==> config.mk <==
export PLATFORM = sky130hd
export DESIGN_NAME = cache_element_streamer
export DESIGN_NICKNAME = d
export VERILOG_FILES = /design/src/rtl/cache_element_streamer.sv
export SDC_FILE = /design/constraint.sdc
export NUM_CORES = 1
export LEC_CHECK = 0
export ABC_AREA = 1
export BUFFER_PORTS_ARGS = -buffer_cell sky130_fd_sc_hd__buf_2
export CAP_MARGIN = 20
export CORE_MARGIN = 2
export CORE_UTILIZATION = 35
export CTS_BUF_LIST = sky130_fd_sc_hd__clkbuf_4
export CTS_CLUSTER_DIAMETER = 100
export DETAILED_ROUTE_END_ITERATION = 8
export GPL_ROUTABILITY_DRIVEN = 1
export PLACE_DENSITY = 0.68
export SLEW_MARGIN = 15
export SYNTH_ARGS = -nofsm -noshare
export SYNTH_HDL_FRONTEND = slang
export SYNTH_SLANG_ARGS = --single-unit
==> constraint.sdc <==
create_clock -name clock -period 4.3 [get_ports clock]
set_clock_uncertainty 0.1 [all_clocks]
set_input_delay 0.215 -clock clock [delete_from_list [all_inputs] [get_ports clock]]
set_output_delay 0.215 -clock clock [all_outputs]
set_load 0.01 [all_outputs]
==> src/rtl/cache_element_streamer.sv <==
// Streams requested elements from a block-organised cache SRAM to a PE over valid/ready.
// Define CACHE_STREAM_PREFETCH_EN to prefetch the next block and hide block-crossing bubbles.
module cache_element_streamer #(
  parameter int ELEMENT_WIDTH      = 32,
  parameter int ELEMENTS_PER_BLOCK = 4,
  parameter int LG_ELEMENTS        = 2,
  parameter int DEPTH              = 64,
  parameter int LG_DEPTH           = 6,
  parameter int WIDTH              = 128
) (
  input  logic                            clock,
  input  logic                            reset,
  input  logic                            req_valid,
  output logic                            req_ready,
  input  logic [LG_DEPTH+LG_ELEMENTS-1:0] req_addr,
  input  logic [15:0]                     req_count,
  output logic                            ram_en,
  output logic [LG_DEPTH-1:0]             ram_addr,
  input  logic [WIDTH-1:0]                ram_dout,
  output logic                            out_valid,
  input  logic                            out_ready,
  output logic [ELEMENT_WIDTH-1:0]        out_data,
  output logic                            out_last,
  output logic                            busy
);

  typedef enum logic [1:0] {IDLE, FETCH, LOAD, STREAM} state_t;

  localparam logic [LG_ELEMENTS-1:0] OFF_MAX = LG_ELEMENTS'(ELEMENTS_PER_BLOCK - 1);
  localparam logic [LG_DEPTH-1:0]    BLK_MAX = LG_DEPTH'(DEPTH - 1);

  state_t                  state, state_nx;
  logic [LG_DEPTH-1:0]     blk;
  logic [LG_ELEMENTS-1:0]  off;
  logic [15:0]             rem;
  logic [WIDTH-1:0]        block;
  logic                    accept, hs, last_beat, blk_end;

`ifdef CACHE_STREAM_PREFETCH_EN
  logic [WIDTH-1:0]        nxt_block;
  logic                    nxt_vld, first, cap, hold, pf_issue;
`endif

  function automatic logic [LG_DEPTH-1:0] blk_inc(input logic [LG_DEPTH-1:0] b);
    return (b == BLK_MAX) ? '0 : b + 1'b1;
  endfunction

  function automatic logic [ELEMENT_WIDTH-1:0] elem(input logic [WIDTH-1:0] w,
                                                    input logic [LG_ELEMENTS-1:0] i);
    return w[int'(i)*ELEMENT_WIDTH +: ELEMENT_WIDTH];
  endfunction

  always_ff @(posedge clock) begin
    if (reset) state <= IDLE;
    else       state <= state_nx;
  end

  always_comb begin
    state_nx = state;
    case (state)
      IDLE:   if (accept && req_count != 16'd0) state_nx = FETCH;
      FETCH:  state_nx = LOAD;
      LOAD:   state_nx = STREAM;
      STREAM: begin
        if (hs && last_beat) state_nx = IDLE;
`ifndef CACHE_STREAM_PREFETCH_EN
        else if (hs && blk_end) state_nx = FETCH;
`endif
      end
      default: state_nx = IDLE;
    endcase
  end

  always_comb begin
    req_ready = (state == IDLE);
    busy      = (state != IDLE);
    accept    = req_valid & req_ready;
`ifdef CACHE_STREAM_PREFETCH_EN
    out_valid = (state == STREAM) & ~hold;
    // Fetch the following block only when the request runs past this one.
    pf_issue  = (state == STREAM) & first &
                ({1'b0, rem} > (17'(ELEMENTS_PER_BLOCK) - 17'(off)));
    ram_en    = (state == FETCH) | pf_issue;
    ram_addr  = pf_issue ? blk_inc(blk) : blk;
`else
    out_valid = (state == STREAM);
    ram_en    = (state == FETCH);
    ram_addr  = blk;
`endif
    hs        = out_valid & out_ready;
    last_beat = (rem == 16'd1);
    blk_end   = (off == OFF_MAX);
    out_last  = out_valid & last_beat;
    out_data  = out_valid ? elem(block, off) : '0;
  end

  // Control state: element counter and prefetch bookkeeping
  always_ff @(posedge clock) begin
    if (reset) begin
      rem <= '0;
`ifdef CACHE_STREAM_PREFETCH_EN
      nxt_vld <= 1'b0;
      first   <= 1'b0;
      cap     <= 1'b0;
      hold    <= 1'b0;
`endif
    end else begin
      if (accept)  rem <= req_count;
      else if (hs) rem <= rem - 1'b1;
`ifdef CACHE_STREAM_PREFETCH_EN
      cap   <= pf_issue;
      first <= (state == LOAD);
      if (hs && last_beat) begin
        nxt_vld <= 1'b0;
        hold    <= 1'b0;
        cap     <= 1'b0;
      end else if (hs && blk_end) begin
        // Swap in the next block now if it has arrived, else stall until it does.
        if (nxt_vld || cap) begin
          nxt_vld <= 1'b0;
          first   <= 1'b1;
        end else begin
          hold <= 1'b1;
        end
      end else if (cap) begin
        if (hold) begin
          hold  <= 1'b0;
          first <= 1'b1;
        end else begin
          nxt_vld <= 1'b1;
        end
      end
`endif
    end
  end

  // Datapath: block/offset pointers and block storage
  always_ff @(posedge clock) begin
    if (accept) begin
      blk <= req_addr[LG_DEPTH+LG_ELEMENTS-1:LG_ELEMENTS];
      off <= req_addr[LG_ELEMENTS-1:0];
    end else if (hs) begin
      off <= off + 1'b1;
      if (blk_end) blk <= blk_inc(blk);
    end
    if (state == LOAD) block <= ram_dout;
`ifdef CACHE_STREAM_PREFETCH_EN
    if (hs && blk_end && !last_beat) begin
      if (nxt_vld)  block <= nxt_block;
      else if (cap) block <= ram_dout;
    end else if (cap && hold) begin
      block <= ram_dout;
    end
    if (cap) nxt_block <= ram_dout;
`endif
  end

endmodule

==> results.py, run 1 <==
metrics = {
    "synth": {
        "yosys.cell_count.top_type": "nor2_1",
        "ys.flop_type": "edfxtp_1",
        "synth_common_cells": "168 x nor2_1, 136 x edfxtp_1, 73 x nand2_1, 71 x o21ai_0, 41 x a21oi_1",
        "ys_async_sr_fraction": 0,
        "synth_nets": 804,
        "netlist_instances": 639,
        "netlist_area_um2": 6660,
        "synth_top_area_frac": 0.613,
        "ys_ff_latch": 154,
        "synth_warnings": 0,
        "ys_top_cells_by_area": "edfxtp_1 61%, nor2_1 9.5%, dfxtp_1 5.4%, o21ai_0 5.3%, nand2_1 4.1%",
        "synth_cell_types": 29,
        "synth_edf_count": 136,
        "syn-mean-instance-area_um2": 10.4,
        "yosysSeqAreaShare": 0.667,
        "yosysTopAreaCell": "edfxtp_1",
    },
    "critical_path": {
        "worstSetupPathType": "reg -> reg",
        "path_max_fanout": 24,
        "cp_cell_sequence": "inv_1, ha_1, nand2_2, inv_1, nor2_1, nand3_1, a31oi_1, dlygate4sd3_1",
        "worstPathArrival_ps": 3710,
        "cp-start-kind": "register",
        "slowest_stage": "nor2_1",
        "max_stage_delay_ps": 770,
        "cp.required_ps": 4700,
        "cp-end-kind": "register",
        "crit_top_cell": "inv_1",
        "worstRegToRegCells": 8,
    },
    "grt": {
        "grt.total_usage": 0.192,
        "grt_pass1_vias": 5873,
        "antenna_found_initial": 0,
        "grt_first_pass_wirelength_um": 29500,
        "grt-ovfl-total": 0,
        "grt_max_degree": 69,
    },
    "drt": {
        "drc": 0,
        "wl_per_cell_um": 15.5,
        "drt_first_pass_iters": 5,
        "ant_nets": 0,
        "drtIter0Drc": 290,
        "routed-via-count": 5866,
        "viasPerCell": 4.72,
        "totalWireLength_um": 19300,
    },
    "clocking": {
        "cts_root_buf": "clkbuf_4",
        "cts_inserted_buffers": 17,
        "post-cts-setup-buffer-count": 0,
        "post_cts_resized": 0,
        "clockBufferDepth": 2,
        "clock_sinks": 154,
        "clk-insertion-delay-late_ps": 550,
        "h-tree-depth": 4,
        "cts_tree": "done",
        "clk_pin_slew_worst_paths_ps": 140,
    },
    "status": {
        "status": "completed",
    },
    "sta": {
        "period_needed_ps": 3310,
        "final-setup-viol-count": 0,
        "max_slew_margin": 0.361,
        "tightest_slew_ps": 958,
        "hold_viol_final": 0,
        "period_share": 0.770,
        "max_clock_freq_ghz": 0.302,
        "finalSetupTns_ps": 0,
        "rsz0062_at_grt": "false",
        "maxSlewViolCount": 0,
    },
    "die": {
        "initial_utilization": 0.356,
        "die-area_um2": 20200,
        "ioPinCount": 199,
        "die_w_um": 142,
        "die-height_um": 142,
        "rows": 50,
        "core-area_um2": 18700,
    },
    "final_layout": {
        "drive_gt1_frac": 0.247,
        "final_nets": 1161,
        "area_delta_synth_final_pct": 48.6,
        "fin_util": 0.529,
        "n_antenna_cell": 0,
    },
    "flow_run": {
        "drv_cap": 0,
    },
    "placement": {
        "port_buffers": 198,
        "place_hpwl_um": 11100,
        "place.gp.congestion": 0.874,
    },
    "power": {
        "powerDensity_nw_per_um2": 512,
        "p_leak_nw": 4.09,
        "peakVddDrop_mv": 0.276,
    },
    "hold_path": {
        "holdPathStages": 7,
        "min_path_type": "in -> reg",
    },
}
[power by group]
| part | total [mW] | internal, mW | leakage [nW] | switching, mW |
|---|---|---|---|---|
| combinational | 1.79 | 0.636 | 2.49 | 1.15 |
| sequential | 2.19 | 2.07 | 1.41 | 0.124 |
| clock | 1.09 | 0.535 | 0.187 | 0.556 |
| total | 5.07 | 3.24 | 4.09 | 1.83 |
[stage by stage]
stage | setup slack, ps | power (mW) | std cells | hold WS (ps) | area [um^2]
after floorplan | 244 | 3.37 | 639 | 214 | 6660
after global placement | 1730 | 3.82 | 1047 | 292 | 7890
after detailed placement | 1570 | 3.86 | 1047 | 293 | 7890
after CTS | 1020 | 5.10 | 1242 | 149 | 9880
after global routing | 696 | 5.42 | 1243 | 181 | 9900
final | 990 | 5.07 | 1243 | 233 | 9900
[flip-flops by register name, summed over array words and instances, names as in the netlist]
signal / cells
block: 128
off: 2
ram_addr: 6
rem: 16
state: 2
[path summary, 6_finish.rpt]
| check | start | to | slack (ps) |
|---|---|---|---|
| max reg2reg | state[0] | rem[2] | 990 |
| min | out_ready | rem[5] | 230 |
| min reg2reg | rem[8] | rem[8] | 500 |
| max | state[0] | rem[2] | 990 |
[kinds of logic after synthesis]
kind of cell | count (synthesis) | synth area share
DFF | 154 | 0.667
AOI/OAI and AO/OA | 133 | 0.104
and+or+nand+nor | 270 | 0.163
xor gates and xnor gates | 8 | 0.0105
buffers and inverters | 65 | 0.0387
adders and majority gates | 9 | 0.0169
[area by class of cell]
cell class                      count  area (um^2)
Fill cell                        1614         8800
Sequential cell                   154         4440
Timing Repair Buffer              367         2690
Multi-Input combinational cell    420         1970
Tap cell                          234          293
Clock inverter                     15          236
Inverter                           36          135
Clock buffer                       17          128
[per-layer routing]
metal	vias up	global-route usage	share of wire	wire (um)
met3	28	0.0448	0.058	1110
met4	0	0.0705	0.019	372
met5	-	0	0	0
li1	2906	-	-	-
met2	188	0.346	0.51	9940
met1	2744	0.223	0.41	7900
[cells in the final DEF (no fill, tap or decap)]
| cell | instances |
|---|---|
| nor2_4 | 2 |
| o31ai_1 | 1 |
| nor3_1 | 1 |
| nor2_2 | 2 |
| o21ai_0 | 71 |
| clkinvlp_4 | 2 |
| o211ai_1 | 2 |
| a21oi_1 | 41 |
| nand3_1 | 14 |
| inv_6 | 4 |
| a31oi_1 | 6 |
| buf_2 | 198 |
| dlygate4sd3_1 | 163 |
| ha_4 | 1 |
| xor2_1 | 7 |
| nand2_1 | 73 |
| nand2_4 | 1 |
| clkinv_4 | 1 |
| o21ai_1 | 8 |
| edfxtp_1 | 136 |
| xnor2_1 | 1 |
| clkinv_2 | 1 |
| nor4_1 | 1 |
| o21ai_2 | 2 |
| buf_4 | 4 |
| o22ai_1 | 2 |
| ha_1 | 8 |
| inv_1 | 35 |
| inv_8 | 2 |
| clkbuf_4 | 17 |
| bufinv_16 | 5 |
| nand4_1 | 4 |
| nor2_1 | 168 |
| nand2_2 | 3 |
| nor3_2 | 1 |
| dfxtp_1 | 18 |
| buf_12 | 2 |
| inv_2 | 1 |
[worst max-delay path, delay by kind of cell (launching register included)]
family,cells,cell delay (ps)
AOI/OAI and AO/OA,1,210
buffers and inverters,3,1100
and+or+nand+nor,3,1200
adders and majority gates,1,270
DFF,1,390
[what timing repair did]
| action | CTS | global route |
|---|---|---|
| endpoints found under the setup margin | 0 | 0 |
| hold buffers | 163 | 0 |
| endpoints found under the hold margin | 154 | 0 |
(Power assumes the default switching activity.)
==> inputs of run 2 (changes only) <==
ABC_AREA = 0   (was 1)
clock period = 2.7 ns   (was 4.3 ns; I/O delays follow)
==> results.py, run 2 <==
metrics = {
    "synth": {
        "yosys.cell_count.top_type": "edfxtp_1",
        "yosysTopAreaCell": "edfxtp_1",
        "netlist_area_um2": 6370,
        "synth_nets": 541,
        "synth_cell_types": 39,
        "netlist_instances": 376,
        "synth_warnings": 0,
        "ys.flop_type": "edfxtp_1",
        "synth_common_cells": "136 x edfxtp_1, 33 x and2_1, 32 x mux4_2, 21 x nand2_1, 20 x nor2_1",
        "ys_top_cells_by_area": "edfxtp_1 64%, mux4_2 11%, dfxtp_1 5.7%, and2_1 3.2%, ha_1 1.8%",
        "ys_async_sr_fraction": 0,
        "synth_top_area_frac": 0.641,
        "yosysSeqAreaShare": 0.697,
        "syn-mean-instance-area_um2": 17.0,
        "ys_ff_latch": 154,
        "synth_edf_count": 136,
    },
    "placement": {
        "place.gp.congestion": 0.813,
        "place_hpwl_um": 10200,
        "port_buffers": 198,
    },
    "clocking": {
        "clock_sinks": 154,
        "h-tree-depth": 4,
        "cts_inserted_buffers": 17,
        "cts_root_buf": "clkbuf_4",
        "post-cts-setup-buffer-count": 0,
        "ctsHoldBuffers": 167,
        "post_cts_resized": 0,
        "clockBufferDepth": 2,
    },
    "die": {
        "die_w_um": 139,
        "initial_utilization": 0.356,
        "ioPinCount": 199,
        "rows": 49,
        "die-height_um": 139,
    },
    "status": {
        "haltStage": "clock tree synthesis",
        "status": "aborted with a tool error",
        "firstError": "[ERROR RSZ-0060] Max buffer count reached.",
    },
}
## run 2: cell types whose count changed after synthesis, sizes merged, moves of 9 or more
cell,delta
o21ai,-70
and2,+33
a21oi,-38
a311oi,+9
mux4,+32
nand3,-9
nand2,-56
nor2,-152
inv,-29
## run 2: cells by family after synthesis
kind of cell	after synthesis	synth area share
flops	154	0.697
buf+inv	25	0.0153
mux	33	0.115
compound gates	38	0.0422
fa+ha+maj	9	0.0177
xor+xnor	11	0.0151
simple gates	106	0.0978
## run 2: stage by stage
stage                     instances  area (um^2)  setup slack (ps)
after floorplan                 376         6380              58.4
after detailed placement        796         7690               653
after global placement          796         7690               695
==> inputs of run 3 (changes only) <==
CORE_UTILIZATION = 20   (was 35)
CTS_BUF_LIST = unset   (was sky130_fd_sc_hd__clkbuf_4)
CTS_CLUSTER_DIAMETER = unset   (was 100)
PLACE_DENSITY = unset   (was 0.68)
PLACE_DENSITY_LB_ADDON = 0.15   (was unset)
clock period = 3.5 ns   (was 2.7 ns; I/O delays follow)
==> results.py, run 3 <==
metrics = {
    "status": {
        "status": "completed",
    },
    "synth": {
        "synth_common_cells": "136 x edfxtp_1, 33 x and2_1, 32 x mux4_2, 21 x nand2_1, 20 x nor2_1",
        "synth_nets": 541,
        "synth_warnings": 0,
        "ys_ff_latch": 154,
        "netlist_instances": 376,
        "ys_async_sr_fraction": 0,
        "yosysTopAreaCell": "edfxtp_1",
        "synth_edf_count": 136,
        "ys.flop_type": "edfxtp_1",
        "yosysSeqAreaShare": 0.697,
        "yosys.cell_count.top_type": "edfxtp_1",
        "ys_top_cells_by_area": "edfxtp_1 64%, mux4_2 11%, dfxtp_1 5.7%, and2_1 3.2%, ha_1 1.8%",
        "netlist_area_um2": 6370,
        "syn-mean-instance-area_um2": 17.0,
        "synth_top_area_frac": 0.641,
        "synth_cell_types": 39,
    },
    "critical_path": {
        "crit_start": "req_count[3]",
        "worstRegToRegCells": 7,
        "cp-start-kind": "input pin",
        "path_max_fanout": 2,
        "cp_cell_sequence": "dlygate4sd3_1, buf_2, or4_1, o41ai_1, a22oi_1, o221a_2",
        "r2r_end": "rem[1]",
        "cp-end-kind": "register",
        "slowest_stage": "o41ai_1",
        "reg2reg_slack_ps": 1180,
        "worstSetupPathType": "in -> reg",
        "worstPathArrival_ps": 2690,
        "max_stage_delay_ps": 690,
        "cp.required_ps": 3730,
        "r2r-start": "state[0]",
    },
    "hold_path": {
        "hold_end": "rem[2]",
        "min_path_type": "in -> reg",
        "min-delay-start": "reset",
        "holdPathStages": 2,
    },
    "final_layout": {
        "drive_gt1_frac": 0.364,
        "area_delta_synth_final_pct": 57.5,
        "final_nets": 902,
        "final_common_cell": "buf_2",
        "n_antenna_cell": 0,
        "regMostFlops": "block",
        "nFillCells": 3102,
        "largest_reg_flops": 128,
        "final_cell_mix": "198 x buf_2, 153 x dlygate4sd3_1, 136 x edfxtp_1",
    },
    "placement": {
        "port_buffers": 198,
        "place.gp.congestion": 0.728,
        "place_hpwl_um": 11600,
    },
    "die": {
        "die_w_um": 183,
        "rows": 65,
        "die-height_um": 183,
        "core-area_um2": 31500,
        "initial_utilization": 0.203,
        "ioPinCount": 199,
        "die-area_um2": 33300,
    },
    "clocking": {
        "cts_tree": "done",
        "cts_inserted_buffers": 17,
        "clockBufferDepth": 2,
        "cts_root_buf": "clkbuf_16",
        "post_cts_resized": 0,
        "clk-insertion-delay-late_ps": 430,
        "clk_pin_slew_worst_paths_ps": 70,
        "h-tree-depth": 4,
        "clock_sinks": 154,
    },
    "sta": {
        "max_clock_freq_ghz": 0.407,
        "period_needed_ps": 2460,
        "holdWs_ps": 60.7,
        "rsz0062_at_grt": "false",
        "hold_viol_final": 0,
        "maxSlewViolCount": 0,
        "max_slew_margin": 0.540,
        "final-setup-viol-count": 0,
        "finalSetupTns_ps": 0,
        "period_share": 0.703,
        "tightest_slew_ps": 682,
    },
    "grt": {
        "grt.busiest_layer": "met2",
        "grt_util_met2": 0.192,
        "met3_usage": 0.0301,
        "antenna_found_initial": 0,
        "grt_use_met1": 0.122,
        "grt_max_degree": 69,
        "grt_first_pass_wirelength_um": 27100,
        "grt.total_usage": 0.108,
        "grt_pass1_vias": 5120,
        "grt-ovfl-total": 0,
    },
    "power": {
        "finalPower_mw": 6.53,
        "peakVddDrop_mv": 0.333,
        "powerDensity_nw_per_um2": 650,
        "p_leak_nw": 3.83,
    },
    "drt": {
        "drtIter0Drc": 152,
        "ant_nets": 0,
        "drc": 0,
        "wl_per_cell_um": 15.0,
        "routed-via-count": 4607,
        "totalWireLength_um": 17300,
        "viasPerCell": 4.00,
        "drt_first_pass_iters": 4,
    },
    "flow_run": {
        "drv_cap": 0,
    },
}
## run 3: cell counts after synthesis
Identical to the previous run, type by type.
## run 3: timing repair
action / CTS / global route
hold endpoints to repair: 152 / 0
buffers inserted: 0 / 0
hold buffers: 153 / 0
## run 3: cell families (layout without fill, tap and decap cells)
| logic type | after synthesis | after routing | synth area share |
|---|---|---|---|
| buffers and inverters | 25 | 399 | 0.0153 |
| flip-flops | 154 | 154 | 0.697 |
| adder cells (fa/ha/maj) | 9 | 9 | 0.0177 |
| AND/OR/NAND/NOR | 106 | 106 | 0.0978 |
| multiplexers | 33 | 33 | 0.115 |
| AO/OA/AOI/OAI | 38 | 38 | 0.0422 |
| XOR/XNOR | 11 | 11 | 0.0151 |
## run 3: power by group
part | switching, mW | internal (mW)
Combinational | 0.953 | 0.857
Clock | 0.726 | 1.25
Sequential | 0.183 | 2.56
## run 3: layer usage
metal	vias up	part of all wire
met5	-	0
li1	2204	-
met3	13	0.044
met1	2267	0.42
met4	0	0.016
met2	123	0.52
## run 3: worst max path at each step
| stage | end | slack [ps] |
|---|---|---|
| after global routing | out_last | 920 |
| after global placement | state[0] | 1210 |
| after floorplan | block[0] | 860 |
| after CTS | out_last | 1040 |
| after detailed placement | state[0] | 1170 |
| final | state[0] | 1040 |
## run 3: worst max-delay path: cells and delay by family
kind | cells | cell delay [ps]
AO/OA/AOI/OAI | 3 | 1250
buffers and inverters | 2 | 670
AND/OR/NAND/NOR | 1 | 590
## run 3: area by class of cell
cell class | instances | area [um^2] | share of cell area
Clock buffer | 20 | 437 | 0.0435
Clock inverter | 12 | 178 | 0.0177
Inverter | 7 | 26.3 | 0.00262
Multi-Input combinational cell | 197 | 1850 | 0.184
Sequential cell | 154 | 4440 | 0.443
Tap cell | 402 | 503 | 0.0501
Timing Repair Buffer | 360 | 2600 | 0.259
## run 3: stage by stage
stage          instances   util  area (um^2)  setup slack [ps]
3_5_place_dp         967  0.251         7890              1170
3_3_place_gp         967  0.251         7890              1210
4_1_cts             1152  0.319        10000              1040
2_1_floorplan        376      -         6380               858
6_report            1152  0.319        10000              1040
5_1_grt             1152  0.319        10000               916
==> inputs of run 4 (changes only) <==
clock period = 2.2 ns   (was 3.5 ns; I/O delays follow)
==> results.py, run 4 (synthesis results as in run 3) <==
metrics = {
    "drt": {
        "wl_per_cell_um": 15.5,
        "routed-via-count": 4676,
        "drtIter0Drc": 186,
        "drt_first_pass_iters": 4,
        "viasPerCell": 4.03,
        "drc": 0,
        "ant_nets": 0,
        "totalWireLength_um": 17900,
    },
    "clocking": {
        "cts_inserted_buffers": 17,
        "cts_root_buf": "clkbuf_16",
        "clk-insertion-delay-late_ps": 430,
        "h-tree-depth": 4,
        "cts_tree": "done",
        "clockBufferDepth": 2,
        "clock_sinks": 154,
        "clk_pin_slew_worst_paths_ps": 60,
    },
    "power": {
        "p_leak_nw": 3.92,
        "finalPower_mw": 10.8,
        "peakVddDrop_mv": 0.659,
        "powerDensity_nw_per_um2": 1040,
    },
    "final_layout": {
        "largest_reg_flops": 128,
        "nFillCells": 3075,
        "final_common_cell": "buf_2",
        "drive_gt1_frac": 0.399,
        "area_delta_synth_final_pct": 62.1,
        "final_nets": 909,
        "final_cell_mix": "188 x buf_2, 153 x dlygate4sd3_1, 136 x edfxtp_1",
        "regMostFlops": "block",
    },
    "die": {
        "die-height_um": 183,
        "rows": 65,
        "die_w_um": 183,
        "die-area_um2": 33300,
        "initial_utilization": 0.203,
        "core-area_um2": 31500,
        "ioPinCount": 199,
    },
    "grt": {
        "grt_first_pass_wirelength_um": 27800,
        "grt_pass1_vias": 5222,
        "grt-ovfl-total": 0,
        "grt_max_degree": 68,
        "antenna_found_initial": 1,
        "grt.total_usage": 0.111,
    },
    "sta": {
        "max_clock_freq_ghz": 0.469,
        "hold_viol_final": 0,
        "maxSlewViolCount": 0,
        "tightest_slew_ps": 410,
        "period_needed_ps": 2130,
        "rsz0062_at_grt": "true",
        "max_slew_margin": 0.723,
        "finalSetupTns_ps": 0,
        "holdWs_ps": 77.0,
        "period_share": 0.969,
        "final-setup-viol-count": 0,
    },
    "placement": {
        "place.gp.congestion": 0.737,
        "port_buffers": 198,
        "place_hpwl_um": 11600,
    },
    "critical_path": {
        "r2r-start": "state[0]",
        "cp-start-kind": "register",
        "path_max_fanout": 9,
        "worstRegToRegCells": 5,
        "worstSetupPathType": "reg -> out",
        "worstPathArrival_ps": 1920,
        "r2r_end": "rem[12]",
        "reg2reg_slack_ps": 120,
        "cp-end-kind": "primary output",
        "cp.required_ps": 1990,
    },
    "flow_run": {
        "drv_cap": 0,
    },
    "hold_path": {
        "min-delay-start": "req_valid",
        "hold_end": "state[1]",
        "min_path_type": "in -> reg",
        "holdPathStages": 4,
    },
    "status": {
        "status": "completed",
    },
}
==> run 4: cell count changes in the layout (fill, tap and decap cells not counted), moves of 3 or more <==
cell / change
clkinvlp_4: +3
and2_4: +13
clkinv_1: -4
buf_6: +13
and2_1: -13
buf_2: -10
buf_12: +3
==> run 4: worst max-delay path by stage <==
stage / endpoint / start / slack, ps / cells past startpoint
2_1_floorplan: state[0] / state[0] / 240 / 4
5_1_grt: out_data[16] / off[0] / -30 / 5
4_1_cts: out_data[15] / off[0] / 0.6 / 5
3_3_place_gp: state[0] / req_count[3] / -0.2 / 5
3_5_place_dp: state[0] / req_count[3] / -50 / 5
6_report: out_data[15] / off[0] / 70 / 5
==> run 4: cell type report <==
class / instances / area [um^2] / area share
Sequential cell: 154 / 4450 / 0.430
Timing Repair Buffer: 367 / 2810 / 0.272
Multi-Input combinational cell: 197 / 1910 / 0.185
Tap cell: 402 / 503 / 0.0487
Clock buffer: 19 / 433 / 0.0419
Clock inverter: 13 / 199 / 0.0193
Inverter: 7 / 26.3 / 0.00254
Antenna cell: 1 / 2.50 / 0.000242
==> run 4: timing repair <==
action,in CTS,in global routing
resized for setup,4,33
setup endpoints to repair,29,28
setup buffers,2,2
hold endpoints to repair,152,0
gates cloned,2,0
pin swaps,1,3
hold buffers,153,0
==> run 4: critical path, stage by stage (launching register included) <==
cell	delay (ps)
edfxtp_1	360
buf_6	160
buf_12	160
mux4_2	520
and2_4	180
buf_6	110
==> run 4: power breakdown <==
group	internal [mW]	switching, mW	leakage [nW]
Clock	2.00	1.19	0.295
Combinational	1.60	1.62	2.23
Sequential	4.07	0.302	1.40
Total	7.67	3.12	3.92
==> run 4: per-stage QoR <==
step	instance area, um^2	util	setup WS, ps	instances
global route	10300	0.328	-29.5	1160
detailed placement	7940	0.252	-46.1	968
global placement	7940	0.252	-0.235	968
floorplan	6390	-	241	376
finish	10300	0.328	68.1	1160
CTS	10200	0.323	0.576	1157
==> run 4: layer usage <==
layer	vias to the layer above	part of all wire	global-route usage
li1	2228	-	-
met5	-	0	0
met1	2288	0.44	0.129
met2	136	0.49	0.189
met3	24	0.047	0.0349
met4	0	0.024	0.0484
